===== config.mk =====
export PLATFORM = sky130hd
export DESIGN_NAME = rv_decode_stage
export DESIGN_NICKNAME = d
export VERILOG_FILES = /design/src/rtl/rv_decode_pkg.sv /design/src/rtl/rv_imm_gen.sv /design/src/rtl/rv_decode_stage.sv
export SDC_FILE = /design/constraint.sdc
export NUM_CORES = 1
export LEC_CHECK = 0
export ABC_CLOCK_PERIOD_IN_PS = 4300
export CAP_MARGIN = 20
export CORE_ASPECT_RATIO = 0.7
export CORE_MARGIN = 4
export CORE_UTILIZATION = 45
export CTS_BUF_LIST = sky130_fd_sc_hd__clkbuf_4 sky130_fd_sc_hd__clkbuf_8
export CTS_CLUSTER_DIAMETER = 40
export CTS_CLUSTER_SIZE = 28
export DETAILED_ROUTE_END_ITERATION = 7
export PLACE_DENSITY = 0.91
export SLEW_MARGIN = 20
export SYNTH_ARGS = -nofsm -noshare
export SYNTH_HDL_FRONTEND = slang
export SYNTH_SLANG_ARGS = --single-unit

===== constraint.sdc =====
create_clock -name clk_i -period 4.3 [get_ports clk_i]
set_input_delay 0.645 -clock clk_i [delete_from_list [all_inputs] [get_ports clk_i]]
set_output_delay 0.645 -clock clk_i [all_outputs]
set_load 0.005 [all_outputs]

===== src/rtl/rv_decode_pkg.sv =====
// Purpose: shared opcodes, format enum, decoded-field struct and decode helpers.
// Latency: n/a (types and pure functions only).
// Backpressure: n/a.
package rv_decode_pkg;

  localparam logic [6:0] OP_LUI      = 7'b0110111;
  localparam logic [6:0] OP_AUIPC    = 7'b0010111;
  localparam logic [6:0] OP_JAL      = 7'b1101111;
  localparam logic [6:0] OP_JALR     = 7'b1100111;
  localparam logic [6:0] OP_BRANCH   = 7'b1100011;
  localparam logic [6:0] OP_LOAD     = 7'b0000011;
  localparam logic [6:0] OP_STORE    = 7'b0100011;
  localparam logic [6:0] OP_IMM      = 7'b0010011;
  localparam logic [6:0] OP_IMM32    = 7'b0011011;
  localparam logic [6:0] OP_OP       = 7'b0110011;
  localparam logic [6:0] OP_OP32     = 7'b0111011;
  localparam logic [6:0] OP_MISC_MEM = 7'b0001111;
  localparam logic [6:0] OP_SYSTEM   = 7'b1110011;

  typedef enum logic [2:0] {
    FMT_R   = 3'd0,
    FMT_I   = 3'd1,
    FMT_S   = 3'd2,
    FMT_B   = 3'd3,
    FMT_U   = 3'd4,
    FMT_J   = 3'd5,
    FMT_ILL = 3'd7
  } fmt_e;

  // XLEN-independent part of the decoded bundle; pc/imm are added by the
  // stage because their width follows the stage's XLEN parameter.
  typedef struct packed {
    logic [6:0] opcode;
    logic [2:0] funct3;
    logic [6:0] funct7;
    logic [4:0] rd;
    logic [4:0] rs1;
    logic [4:0] rs2;
    fmt_e       fmt;
    logic       rd_we;
    logic       illegal;
  } dec_fields_t;

  function automatic logic [31:0] byte_swap32(input logic [31:0] w);
    return {w[7:0], w[15:8], w[23:16], w[31:24]};
  endfunction

  // The *-32 opcodes only exist in RV64.
  function automatic fmt_e decode_fmt(input logic [31:0] instr, input logic rv64);
    fmt_e f;
    f = FMT_ILL;
    if (instr[1:0] == 2'b11) begin
      case (instr[6:0])
        OP_LUI, OP_AUIPC:                             f = FMT_U;
        OP_JAL:                                       f = FMT_J;
        OP_JALR, OP_LOAD, OP_IMM, OP_MISC_MEM,
        OP_SYSTEM:                                    f = FMT_I;
        OP_BRANCH:                                    f = FMT_B;
        OP_STORE:                                     f = FMT_S;
        OP_OP:                                        f = FMT_R;
        OP_IMM32:                                     f = rv64 ? FMT_I : FMT_ILL;
        OP_OP32:                                      f = rv64 ? FMT_R : FMT_ILL;
        default:                                      f = FMT_ILL;
      endcase
    end
    return f;
  endfunction

endpackage


===== src/rtl/rv_imm_gen.sv =====
// Purpose: format-selected immediate extraction, sign-extended to XLEN.
// Latency: combinational.
// Backpressure: n/a.
// Ports: instr (decoded-order word), fmt (format code) -> imm (XLEN, 0 for R/ILL).
module rv_imm_gen
  import rv_decode_pkg::*;
#(
  parameter int XLEN = 32
) (
  input  logic [31:0]     instr,
  input  fmt_e            fmt,
  output logic [XLEN-1:0] imm
);

  logic [31:0] imm32;

  always_comb begin
    imm32 = '0;
    case (fmt)
      FMT_I:   imm32 = {{20{instr[31]}}, instr[31:20]};
      FMT_S:   imm32 = {{20{instr[31]}}, instr[31:25], instr[11:7]};
      FMT_B:   imm32 = {{19{instr[31]}}, instr[31], instr[7], instr[30:25], instr[11:8], 1'b0};
      FMT_U:   imm32 = {instr[31:12], 12'b0};
      FMT_J:   imm32 = {{11{instr[31]}}, instr[31], instr[19:12], instr[20], instr[30:21], 1'b0};
      default: imm32 = '0;
    endcase
  end

  // imm32[31] already carries the sign for every format that has one.
  generate
    if (XLEN > 32) begin : g_ext
      assign imm = {{(XLEN-32){imm32[31]}}, imm32};
    end else begin : g_noext
      assign imm = imm32;
    end
  endgenerate

endmodule


===== src/rtl/rv_decode_stage.sv =====
// Purpose: registered RV32I/RV64I decode stage (format, fields, immediate, illegal flag).
// Latency: 1 cycle from accept to out_valid_o.
// Backpressure: valid/ready both sides; outputs hold while stalled; flush_i drops held data.
// Ports: clk_i, rst_i (async, active-high), flush_i; in_valid_i/in_ready_o, instr_i, pc_i;
//        out_valid_o/out_ready_i, pc_o, opcode_o, funct3_o, funct7_o, rd_o, rs1_o, rs2_o,
//        imm_o, fmt_o, rd_we_o, illegal_o.
// Option: define RV_DECODE_SKID_EN for a 1-entry skid buffer with a registered in_ready_o.
module rv_decode_stage
  import rv_decode_pkg::*;
#(
  parameter int XLEN      = 32,
  parameter bit BYTE_SWAP = 1'b1
) (
  input  logic            clk_i,
  input  logic            rst_i,
  input  logic            flush_i,
  input  logic            in_valid_i,
  output logic            in_ready_o,
  input  logic [31:0]     instr_i,
  input  logic [XLEN-1:0] pc_i,
  output logic            out_valid_o,
  input  logic            out_ready_i,
  output logic [XLEN-1:0] pc_o,
  output logic [6:0]      opcode_o,
  output logic [2:0]      funct3_o,
  output logic [6:0]      funct7_o,
  output logic [4:0]      rd_o,
  output logic [4:0]      rs1_o,
  output logic [4:0]      rs2_o,
  output logic [XLEN-1:0] imm_o,
  output logic [2:0]      fmt_o,
  output logic            rd_we_o,
  output logic            illegal_o
);

  typedef struct packed {
    logic [XLEN-1:0] pc;
    logic [XLEN-1:0] imm;
    dec_fields_t     f;
  } dec_bundle_t;

  logic [31:0]     instr;
  fmt_e            fmt;
  logic [XLEN-1:0] imm;
  dec_bundle_t     dec_d;
  dec_bundle_t     out_q;
  logic            accept;

  assign instr  = BYTE_SWAP ? byte_swap32(instr_i) : instr_i;
  assign fmt    = decode_fmt(instr, XLEN == 64);
  assign accept = in_valid_i & in_ready_o;

  rv_imm_gen #(.XLEN(XLEN)) u_imm_gen (
    .instr (instr),
    .fmt   (fmt),
    .imm   (imm)
  );

  always_comb begin
    dec_d          = '0;
    dec_d.pc       = pc_i;
    dec_d.imm      = imm;
    dec_d.f.opcode = instr[6:0];
    dec_d.f.funct3 = instr[14:12];
    dec_d.f.funct7 = instr[31:25];
    dec_d.f.rd     = instr[11:7];
    dec_d.f.rs1    = instr[19:15];
    dec_d.f.rs2    = instr[24:20];
    dec_d.f.fmt    = fmt;
    dec_d.f.illegal = (fmt == FMT_ILL);
    // Writes to x0 are architecturally discarded, so report them as no-write.
    dec_d.f.rd_we  = ((fmt == FMT_R) || (fmt == FMT_I) || (fmt == FMT_U) || (fmt == FMT_J))
                     && (instr[11:7] != 5'd0);
  end

`ifdef RV_DECODE_SKID_EN
  logic        skid_vld;
  dec_bundle_t skid_q;
  logic        out_free;

  // Ready depends only on skid occupancy, which is a flop: no path from out_ready_i.
  assign in_ready_o = !skid_vld;
  assign out_free   = !out_valid_o | out_ready_i;

  always_ff @(posedge clk_i or posedge rst_i) begin
    if (rst_i) begin
      out_valid_o <= 1'b0;
      out_q       <= '0;
      skid_vld    <= 1'b0;
      skid_q      <= '0;
    end else if (flush_i) begin
      out_valid_o <= 1'b0;
      skid_vld    <= 1'b0;
    end else if (out_free) begin
      if (skid_vld) begin
        // Skid is older than anything arriving now; it goes out first.
        // accept is 0 here because in_ready_o is low while the skid is full.
        out_q       <= skid_q;
        out_valid_o <= 1'b1;
        skid_vld    <= 1'b0;
      end else begin
        out_valid_o <= accept;
        if (accept) out_q <= dec_d;
      end
    end else if (accept) begin
      skid_vld <= 1'b1;
      skid_q   <= dec_d;
    end
  end
`else
  assign in_ready_o = !out_valid_o | out_ready_i;

  always_ff @(posedge clk_i or posedge rst_i) begin
    if (rst_i) begin
      out_valid_o <= 1'b0;
      out_q       <= '0;
    end else if (flush_i) begin
      out_valid_o <= 1'b0;
    end else if (accept) begin
      out_valid_o <= 1'b1;
      out_q       <= dec_d;
    end else if (out_ready_i) begin
      out_valid_o <= 1'b0;
    end
  end
`endif

  assign pc_o      = out_q.pc;
  assign imm_o     = out_q.imm;
  assign opcode_o  = out_q.f.opcode;
  assign funct3_o  = out_q.f.funct3;
  assign funct7_o  = out_q.f.funct7;
  assign rd_o      = out_q.f.rd;
  assign rs1_o     = out_q.f.rs1;
  assign rs2_o     = out_q.f.rs2;
  assign fmt_o     = out_q.f.fmt;
  assign rd_we_o   = out_q.f.rd_we;
  assign illegal_o = out_q.f.illegal;

endmodule


==> summary.md, run 1 <==
| Metric | Value |
|---|---|
| Top cells by area, synth | dfrtp_1, nand2_1, a221o_1, buf_2, o211ai_1 |
| Final Max Tran Viols | 0 |
| Crit path required time | 4.61 ns |
| Synth cell types | 52 |
| All-layer global routing usage | 22.7% |
| Row count | 29 |
| Min Hold Slack | 0.479 ns |
| Top-count cell post-synth | nand2_1 |
| Cts bufs inserted | 9 |
| Adder-cell share of the synthesized area | 0% |
| Simple-gate share of the synthesized area | 24.3% |
| Global-route wire length before repair | slightly above 20000 microns |
| Least-Margin Pin Slew | 1.02 ns |
| Routed vias/inst | 5.36 |
| WS Path Type | in2reg |
| Sequential share of the synthesized area | 59.1% |
| Drt first-iter violations | 367 |
| Avg Inst Size Synth | 9.62 sq um |
| Hold WC Path Type | reg2reg |
| Share of flip-flops with an asynchronous set or reset | 100% |
| Post-CTS Hold Buffers | 0 |
| Area growth, synth to finish | 45.8% |
| Vias in the first global route | 3868 |
| Tmin final | roughly 2.6 ns |
| Post-route DRC | 0 |
| Core Box Area | a little over 9000 sq um |
| Max VDD drop | approximately 0.00023 V |
| CTS tree | yes |
| Power Dens Cells | 352 nW/um^2 |
| RSZ-0062 raised after global routing | no |
| Clock buffer depth | 2 |
| Endpoints failing hold | 0 |
| Post-route setup TNS | 0 ns |
| Nets | roughly 680 |
| DR vias | a little under 4000 |
| Ys Warns | 0 |
| Clock sink count | 102 |
| Dominant cell type by area after synthesis | dfrtp_1 |
| Max-cap violations | 0 |
| Post-synth EDFFs | 0 |
| Clk_lat worst skew | 0.36 ns |
| Critical Path AT | 2.92 ns |
| Layout cells sized above 1 | ~6.4% |
| Startpoint Class | input port |
| Max Clock Freq | 383 MHz |
| Antenna Nets Post-Route | 0 |
| Reg clk slew, reported paths | roughly 0.10 ns |
| Top post-synthesis cells by count | nand2_1, dfrtp_1, a221o_1, buf_2, clkbuf_1 |
| Total Wirelength | 12800 microns |
| Leakage | 2.88 nW |
| Initial antenna violation count | 0 |
| Die W | 125 microns |
| Top cell type's share of synthesized area | 59.1% |
| Cell count after synthesis | 449 |
| Post-DP HPWL | approximately 9600 microns |
| Ratio of final minimum period to clock period | 60.7% |
| Synth Area in Compound Gates | 12.8% |
| Post_cts resized | 0 |
| Post-CTS Repair Setup Buffers | 0 |
| Pin count of the biggest net entering global routing | 75 |
| Final setup vio count | 0 |
| Root Buffer | clkbuf_8 |
| Max_slew headroom | between 30% and 40% |
| Cell Area, Synth | 4320 sq um |
| Routability cong. | 0.928 |
| DIE AREA | 11300 sq um |
| CP endpoint kind | flop |
| DR WL/cell | 17.3 microns |
| Crit Path Max Fanout | 15 |
| Initial Utilization | 46.9% |
| Mux cell area share after synthesis | less than 1% |
| Syn Nets | 518 |
| I/O Pins | 172 |
| GR Overflow Total | 0 |
| Most used DFF post-synth | dfrtp_1 |
| Die Ht | 90.0 microns |
| TritonRoute pass-1 iters | 5 |
| Synth Register Bits | a little over 100 |
| N_diodes | 0 |
| Main combinational cell family by area after synthesis | simple AND/OR/NAND/NOR gates |
| # H-tree levels | 3 |
| Setup Skew | 0.00553 ns |
| Synth Area in XOR/XNOR | 0% |
| Status | finished, final reports clean |
| Port Buffer Count | between 150 and 200 |
-- worst paths after layout --
kind	from	end	slack [ns]	cells past startpoint
max	instr_i[30]	imm_o[27]$_DFFE_PP0P_	1.69	4
max in group asynchronous	rst_i	pc_o[29]$_DFFE_PP0P_	2.56	3
max reg2reg	out_valid_o$_DFFE_PP0P_	imm_o[27]$_DFFE_PP0P_	2.05	5
min in group asynchronous	rst_i	opcode_o[0]$_DFFE_PP0P_	0.84	2
min	pc_o[31]$_DFFE_PP0P_	pc_o[31]$_DFFE_PP0P_	0.48	2
min reg2reg	pc_o[31]$_DFFE_PP0P_	pc_o[31]$_DFFE_PP0P_	0.48	2
-- per-layer routing --
metal	part of all wire, %	global-route usage, %
met1	42	30.1
met5	0	0
met2	46	34.3
met3	10	9.54
met4	2.0	6.50
-- worst max-delay path, cell delays in order --
cell and delay [ns]:
clkdlybuf4s50_1 0.68, or3b_4 0.53, nor4_2 0.77, a221o_1 0.28
-- power breakdown --
part,total (mW),switching [mW],internal (mW)
sequential,1.13,0.0623,1.06
combinational,0.508,0.213,0.295
clock,0.580,0.357,0.223
total,2.22,0.632,1.58
-- kinds of logic (layout without fill, tap and decap cells) --
family / Yosys count / in the layout
AOI/OAI and AO/OA: 67 / 67
buffers and inverters: 33 / 197
DFF: 102 / 102
muxes: 1 / 1
and+or+nand+nor: 246 / 246
-- cells in the final DEF, fill, tap and decap left out, types with 4 or more instances in the layout --
cell	n
a22o_1	6
clkdlybuf4s50_1	171
nor2_1	8
nand3_1	9
clkbuf_8	9
o21ai_1	9
o21ai_0	6
nand2_1	199
a221o_1	15
nor2b_1	4
buf_4	4
o211ai_1	8
dfrtp_1	102
and2_1	4
-- through the flow --
stage,cell area [sq um],cells,worst slack (ns),power [mW],utilization (%)
floorplan,4320,449,0.980,1.31,-
global placement,6110,721,1.48,1.64,66.3
detailed placement,6110,721,1.36,1.66,66.3
CTS,6300,737,1.68,2.24,68.3
global route,6300,737,1.58,2.34,68.3
finish,6300,737,1.69,2.22,68.3
-- state kept, by name, summed over array words and instances (netlist names), 3 cells and up --
name / cells
fmt_o: 3
rs2_o: 5
imm_o: 32
funct3_o: 3
opcode_o: 7
rs1_o: 5
pc_o: 32
rd_o: 5
funct7_o: 7
-- final cells by class --
class / instances / area [sq um]
well taps: 124 / 155
clock inverters: 7 / 67.6
fillers: 707 / 2920
clock buffers: 9 / 124
flip-flops and latches: 102 / 2550
inverters: 6 / 25.0
multi-input cells: 314 / 1630
repair buffers: 175 / 1740
Power figures use the tool's default switching activity.
==> inputs of run 2 (changes only) <==
ABC_CLOCK_PERIOD_IN_PS = 2620   (was 4300)
clock period = 2.62 ns   (was 4.3 ns; I/O delays follow)
==> run 2 against run 1 <==
  * Flip-flop and latch count unchanged
  * Routed wire length increased by 3.1%
  * Critical path depth unchanged
  * Utilization increased by 1.2 points
  * Global-route usage increased by 1.1 points
  * Worst setup slack got worse by 1.2 ns
  * Count of clock-buffer cells in the layout increased by 1
  * Highest routed layer unchanged
==> summary.md, run 2 (synthesized netlist as in run 1, its figures left out) <==
| Metric | Value |
|---|---|
| Setup Skew | 0.0115 ns |
| Post-CTS Hold Buffers | 0 |
| Startpoint Class | input port |
| All-layer global routing usage | 23.8% |
| Cts bufs inserted | 9 |
| Leakage | about 3 nW |
| RSZ-0062 raised after global routing | no |
| Core Box Area | just over 9000 sq um |
| Routed vias/inst | 5.27 |
| Post-DP HPWL | 9800 microns |
| Total Wirelength | roughly 13000 microns |
| CP endpoint kind | output pin |
| Crit Reg-Reg Endpoint | imm_o[23]$_DFFE_PP0P_ |
| Commonest non-fill, non-tap cell in the layout | nand2_1 |
| Port Buffer Count | approximately 170 |
| Final setup vio count | 0 |
| Finished Cell Area | 6410 sq um |
| Root Buffer | clkbuf_8 |
| Power Dens Cells | 572 nW/um^2 |
| R2R setup slack | 0.71 ns |
| Die W | 125 microns |
| Nets | 687 |
| Post-route setup TNS | 0 ns |
| TritonRoute pass-1 iters | 5 |
| Most frequent cells in the layout | nand2_1, clkdlybuf4s50_1, dfrtp_1 |
| Max Clock Freq | around 480 MHz |
| Initial antenna violation count | 0 |
| Drt first-iter violations | 358 |
| Worst Hold Launch | pc_o[2]$_DFFE_PP0P_ |
| Pin count of the biggest net entering global routing | 71 |
| Max VDD drop | 0.000447 V |
| Reg clk slew, reported paths | 0.10 ns |
| Post_cts resized | 0 |
| Layout cells sized above 1 | 7.87% |
| Hold WC Path Type | reg2reg |
| WS Path Type | in2out |
| Crit path required time | 2.23 ns |
| Worst reg-to-reg path cell count | 4 |
| GR Overflow Total | 0 |
| Min Hold Slack | 0.482 ns |
| Final Max Tran Viols | 0 |
| # H-tree levels | 3 |
| Hold path cells | 2 |
| Tmin final | 2.09 ns |
| Clock buffer depth | 2 |
| Crit Path Max Fanout | 5 |
| Initial Utilization | 46.9% |
| Worst reg2reg path startpoint | out_valid_o$_DFFE_PP0P_ |
| Least-Margin Pin Slew | 0.689 ns |
| DIE AREA | around 11000 sq um |
| Vias in the first global route | 4115 |
| Critical Path AT | 1.70 ns |
| Clk_lat worst skew | between 0.3 and 0.4 ns |
| Area growth, synth to finish | 48.4% |
| I/O Pins | 172 |
| Endpoints failing hold | 0 |
| Dpl ws | 0.235 ns |
| Hold Path Sink | pc_o[2]$_DFFE_PP0P_ |
| Status | finished, final reports clean |
| Clock sink count | 102 |
| Ratio of final minimum period to clock period | 79.8% |
| Die Ht | 90.0 microns |
| DR WL/cell | around 18 microns |
| Antenna Nets Post-Route | 0 |
| Row count | 29 |
| Post-route DRC | 0 |
| Max_slew headroom | 54.0% |
| Post-CTS Repair Setup Buffers | 0 |
| DR vias | approximately 3900 |
| Max-cap violations | 0 |
| Global-route wire length before repair | 21700 microns |
| CTS tree | yes |
| Routability cong. | 0.980 |
| Slack of the critical path | ~0.53 ns |
| N_diodes | 0 |
| Post-DP Area | 6220 sq um |
[run 2: cell count changes in the layout (fill, tap and decap cells not counted), sizes merged]
cell,before,now
buf,4,14
clkbuf,9,10
inv,9,8
[run 2: report_power, final]
part | switching, mW | internal, mW
Combinational | 0.356 | 0.499
Sequential | 0.101 | 1.75
Clock | 0.574 | 0.387
[run 2: final cells by class]
class / instances / area (sq um)
multi-input combinational: 314 / 1630
clock buffer: 10 / 138
sequential: 102 / 2550
inverter: 6 / 26.3
timing repair buffer: 185 / 1850
clock inverter: 6 / 52.6
fill: 711 / 2810
tap: 124 / 155
[run 2: worst max path at each step]
stage | end | startpoint | slack [ns] | cells after the start
final | in_ready_o | out_ready_i | 0.53 | 4
after global routing | imm_o[26]$_DFFE_PP0P_ | instr_i[27] | 0.41 | 5
after CTS | in_ready_o | out_ready_i | 0.53 | 4
after detailed placement | imm_o[23]$_DFFE_PP0P_ | instr_i[27] | 0.23 | 5
after global placement | imm_o[7]$_DFFE_PP0P_ | instr_i[26] | 0.35 | 6
after floorplan | fmt_o[0]$_DFFE_PP0P_ | rst_i | 1.01 | 1
[run 2: critical path, stage by stage]
cell,delay (ns)
clkdlybuf4s50_1,0.42
nor2b_2,0.32
inv_2,0.10
clkdlybuf4s50_1,0.46
[run 2: through the flow]
stage               power (mW)  util (%)  instances
CTS                       3.71      69.5        747
global route              3.87      69.5        747
floorplan                 2.15         -        449
global placement          2.71      67.5        731
detailed placement        2.74      67.5        731
finish                    3.67      69.5        747
[run 2: per-layer routing]
layer | global-route usage (%) | part of all wire (%)
met5 | 0 | 0
met4 | 5.87 | 1.6
met3 | 9.06 | 9.7
met2 | 37.8 | 47
met1 | 31.1 | 41
==> inputs of run 3 (changes only) <==
ABC_CLOCK_PERIOD_IN_PS = 2000   (was 2620)
clock period = 2 ns   (was 2.62 ns; I/O delays follow)
==> run 3 against run 2 <==
  * Routed wire length grew 4.2%
  * Final cell count is 3.5% higher
  * Utilization is 2.3 points higher
  * Hold slack lost 0.18 ns
  * Sequential power increased by 31%
  * Largest cell class unchanged
  * Design area up 3.3%
  * Highest routed layer unchanged
  * Via count grew 4.6%
  * Worst setup slack got worse by 0.42 ns
  * Combinational power increased by 37%
  * Die area stayed put
==> summary.md, run 3 (synthesized netlist as in run 1, its figures left out) <==
| Metric | Value |
|---|---|
| Vias in the first global route | 4182 |
| Hold WC Path Type | in2async |
| Reg clk slew, reported paths | 0.10 ns |
| Setup Skew | 0.00663 ns |
| Post-CTS Hold Buffers | 0 |
| Startpoint Class | flop |
| Post-route DRC | 0 |
| Final setup vio count | 0 |
| Drt first-iter violations | 390 |
| Nets | roughly 710 |
| Layout cells sized above 1 | 11.6% |
| Pin count of the biggest net entering global routing | 56 |
| Part of the power in registers | 49.7% |
| Max VDD drop | 0.000450 V |
| Post-DP HPWL | between 10000 and 15000 microns |
| Area growth, synth to finish | 53.3% |
| Row count | 29 |
| Dpl cells | 756 |
| CP endpoint kind | flop |
| Total Wirelength | 13700 microns |
| I/O Pins | 172 |
| Crit path max-delay cell type | or4b_1 |
| Crit Path Max Fanout | 11 |
| Worst path max stage delay | 0.60 ns |
| Status | finished, final reports clean |
| Min Hold Slack | about 0.30 ns |
| Max Clock Freq | 530 MHz |
| Least-Margin Pin Slew | 0.680 ns |
| Critical path's top delay family | simple AND/OR/NAND/NOR gates |
| Final Max Tran Viols | 0 |
| Leakage | 3.08 nW |
| Most frequent cells in the layout | nand2_1, clkdlybuf4s50_1, dfrtp_1 |
| GR Overflow Total | 0 |
| Die Ht | 90.0 microns |
| Initial antenna violation count | 0 |
| Post-Layout Cell Count | 773 |
| Initial Utilization | a little under half |
| Die W | around 130 microns |
| Clk_lat worst skew | 0.37 ns |
| Fillers | approximately 650 |
| Endpoints failing hold | 0 |
| RSZ-0062 raised after global routing | no |
| # H-tree levels | 3 |
| Gate power share | 24.0% |
| Net Sw Frac | 28.5% |
| Cts bufs inserted | 9 |
| Global-route wire length before repair | 22100 microns |
| N_diodes | 0 |
| DR WL/cell | 17.7 microns |
| TritonRoute pass-1 iters | 6 |
| Internal | 3.48 mW |
| Clock power share | between 20% and 30% |
| Crit path required time | about 2.3 ns |
| Max-cap violations | 0 |
| DR vias | 4120 |
| Port Buffer Count | 171 |
| Tmin final | 1.89 ns |
| Routability cong. | 0.965 |
| Crit path buffers/inverters | 0 |
| Utilization after layout | 71.9% |
| WS Path Type | reg2reg |
| DIE AREA | 11300 sq um |
| All-layer global routing usage | 24.3% |
| Max_slew headroom | 54.2% |
| Clock sink count | 102 |
| Core Box Area | 9220 sq um |
| Psw | 1.39 mW |
| Critical Path AT | about 2.2 ns |
| Commonest non-fill, non-tap cell in the layout | nand2_1 |
| CP Cell Sequence | nor2b_2 > or4b_1 > a21oi_2 > a221o_1 |
| Root Buffer | clkbuf_8 |
| Routed vias/inst | around 5.3 |
| Clock buffer depth | 2 |
| Power Dens Cells | roughly 740 nW/um^2 |
| Antenna Nets Post-Route | 0 |
| Ratio of final minimum period to clock period | between 90% and 100% |
| CTS tree | yes |
## run 3: worst paths after layout
path	from	end	slack [ns]	cells after the start
hold / removal	rst_i	pc_o[9]$_DFFE_PP0P_	0.30	2
min in group clk_i	pc_i[22]	pc_o[22]$_DFFE_PP0P_	0.45	3
setup / recovery	out_valid_o$_DFFE_PP0P_	imm_o[25]$_DFFE_PP0P_	0.11	4
setup reg to reg	out_valid_o$_DFFE_PP0P_	imm_o[25]$_DFFE_PP0P_	0.11	4
hold reg to reg	pc_o[9]$_DFFE_PP0P_	pc_o[9]$_DFFE_PP0P_	0.48	2
max in group asynchronous	rst_i	imm_o[24]$_DFFE_PP0P_	1.11	3
## run 3: through the flow
step | area, sq um | setup WS, ns | TNS, ns | total power, mW
after floorplan | 4320 | 0.467 | 0 | 2.81
after global placement | 6420 | -0.111 | -1.82 | 3.58
after detailed placement | 6420 | -0.208 | -3.35 | 3.63
after CTS | 6620 | 0.00743 | 0 | 4.91
after global routing | 6620 | 0.0448 | 0 | 5.12
final | 6620 | 0.113 | 0 | 4.87
## run 3: area by class of cell
class                   count  area, sq um  share of cell area (%)
clock buffers              10          138                    2.08
clock inverters             6         55.1                   0.831
inverters                   6         26.3                   0.397
multi-input cells         314         1630                    24.6
flip-flops and latches    102         2550                    38.5
well taps                 124          155                    2.34
repair buffers            211         2060                    31.2
## run 3: worst register-to-register path: cells and delay by family (launching register included)
kind | cells | cell delay [ns]
compound gates | 2 | 0.69
flops | 1 | 0.39
simple gates | 2 | 0.76
## run 3: layer usage
metal | wire (microns) | vias up | global-route usage (%)
met3 | 1280 | 15 | 8.47
met4 | 127 | 0 | 5.14
li1 | - | 1886 | -
met1 | 5720 | 2027 | 32.4
met2 | 6570 | 192 | 38.7
met5 | 0 | - | 0
## run 3: what timing repair did
item                       CTS  global route
setup endpoints to repair    1             1
setup buffers                1             0
gates resized for setup      0             1
## run 3: power groups by stage
stage | clock network (mW) | logic (mW) | registers (mW)
final | 1.28 | 1.17 | 2.42
after floorplan | 0 | 0.346 | 2.47
after CTS | 1.31 | 1.18 | 2.42
after global placement | 0 | 1.13 | 2.45
after detailed placement | 0 | 1.17 | 2.46
after global routing | 1.40 | 1.27 | 2.45
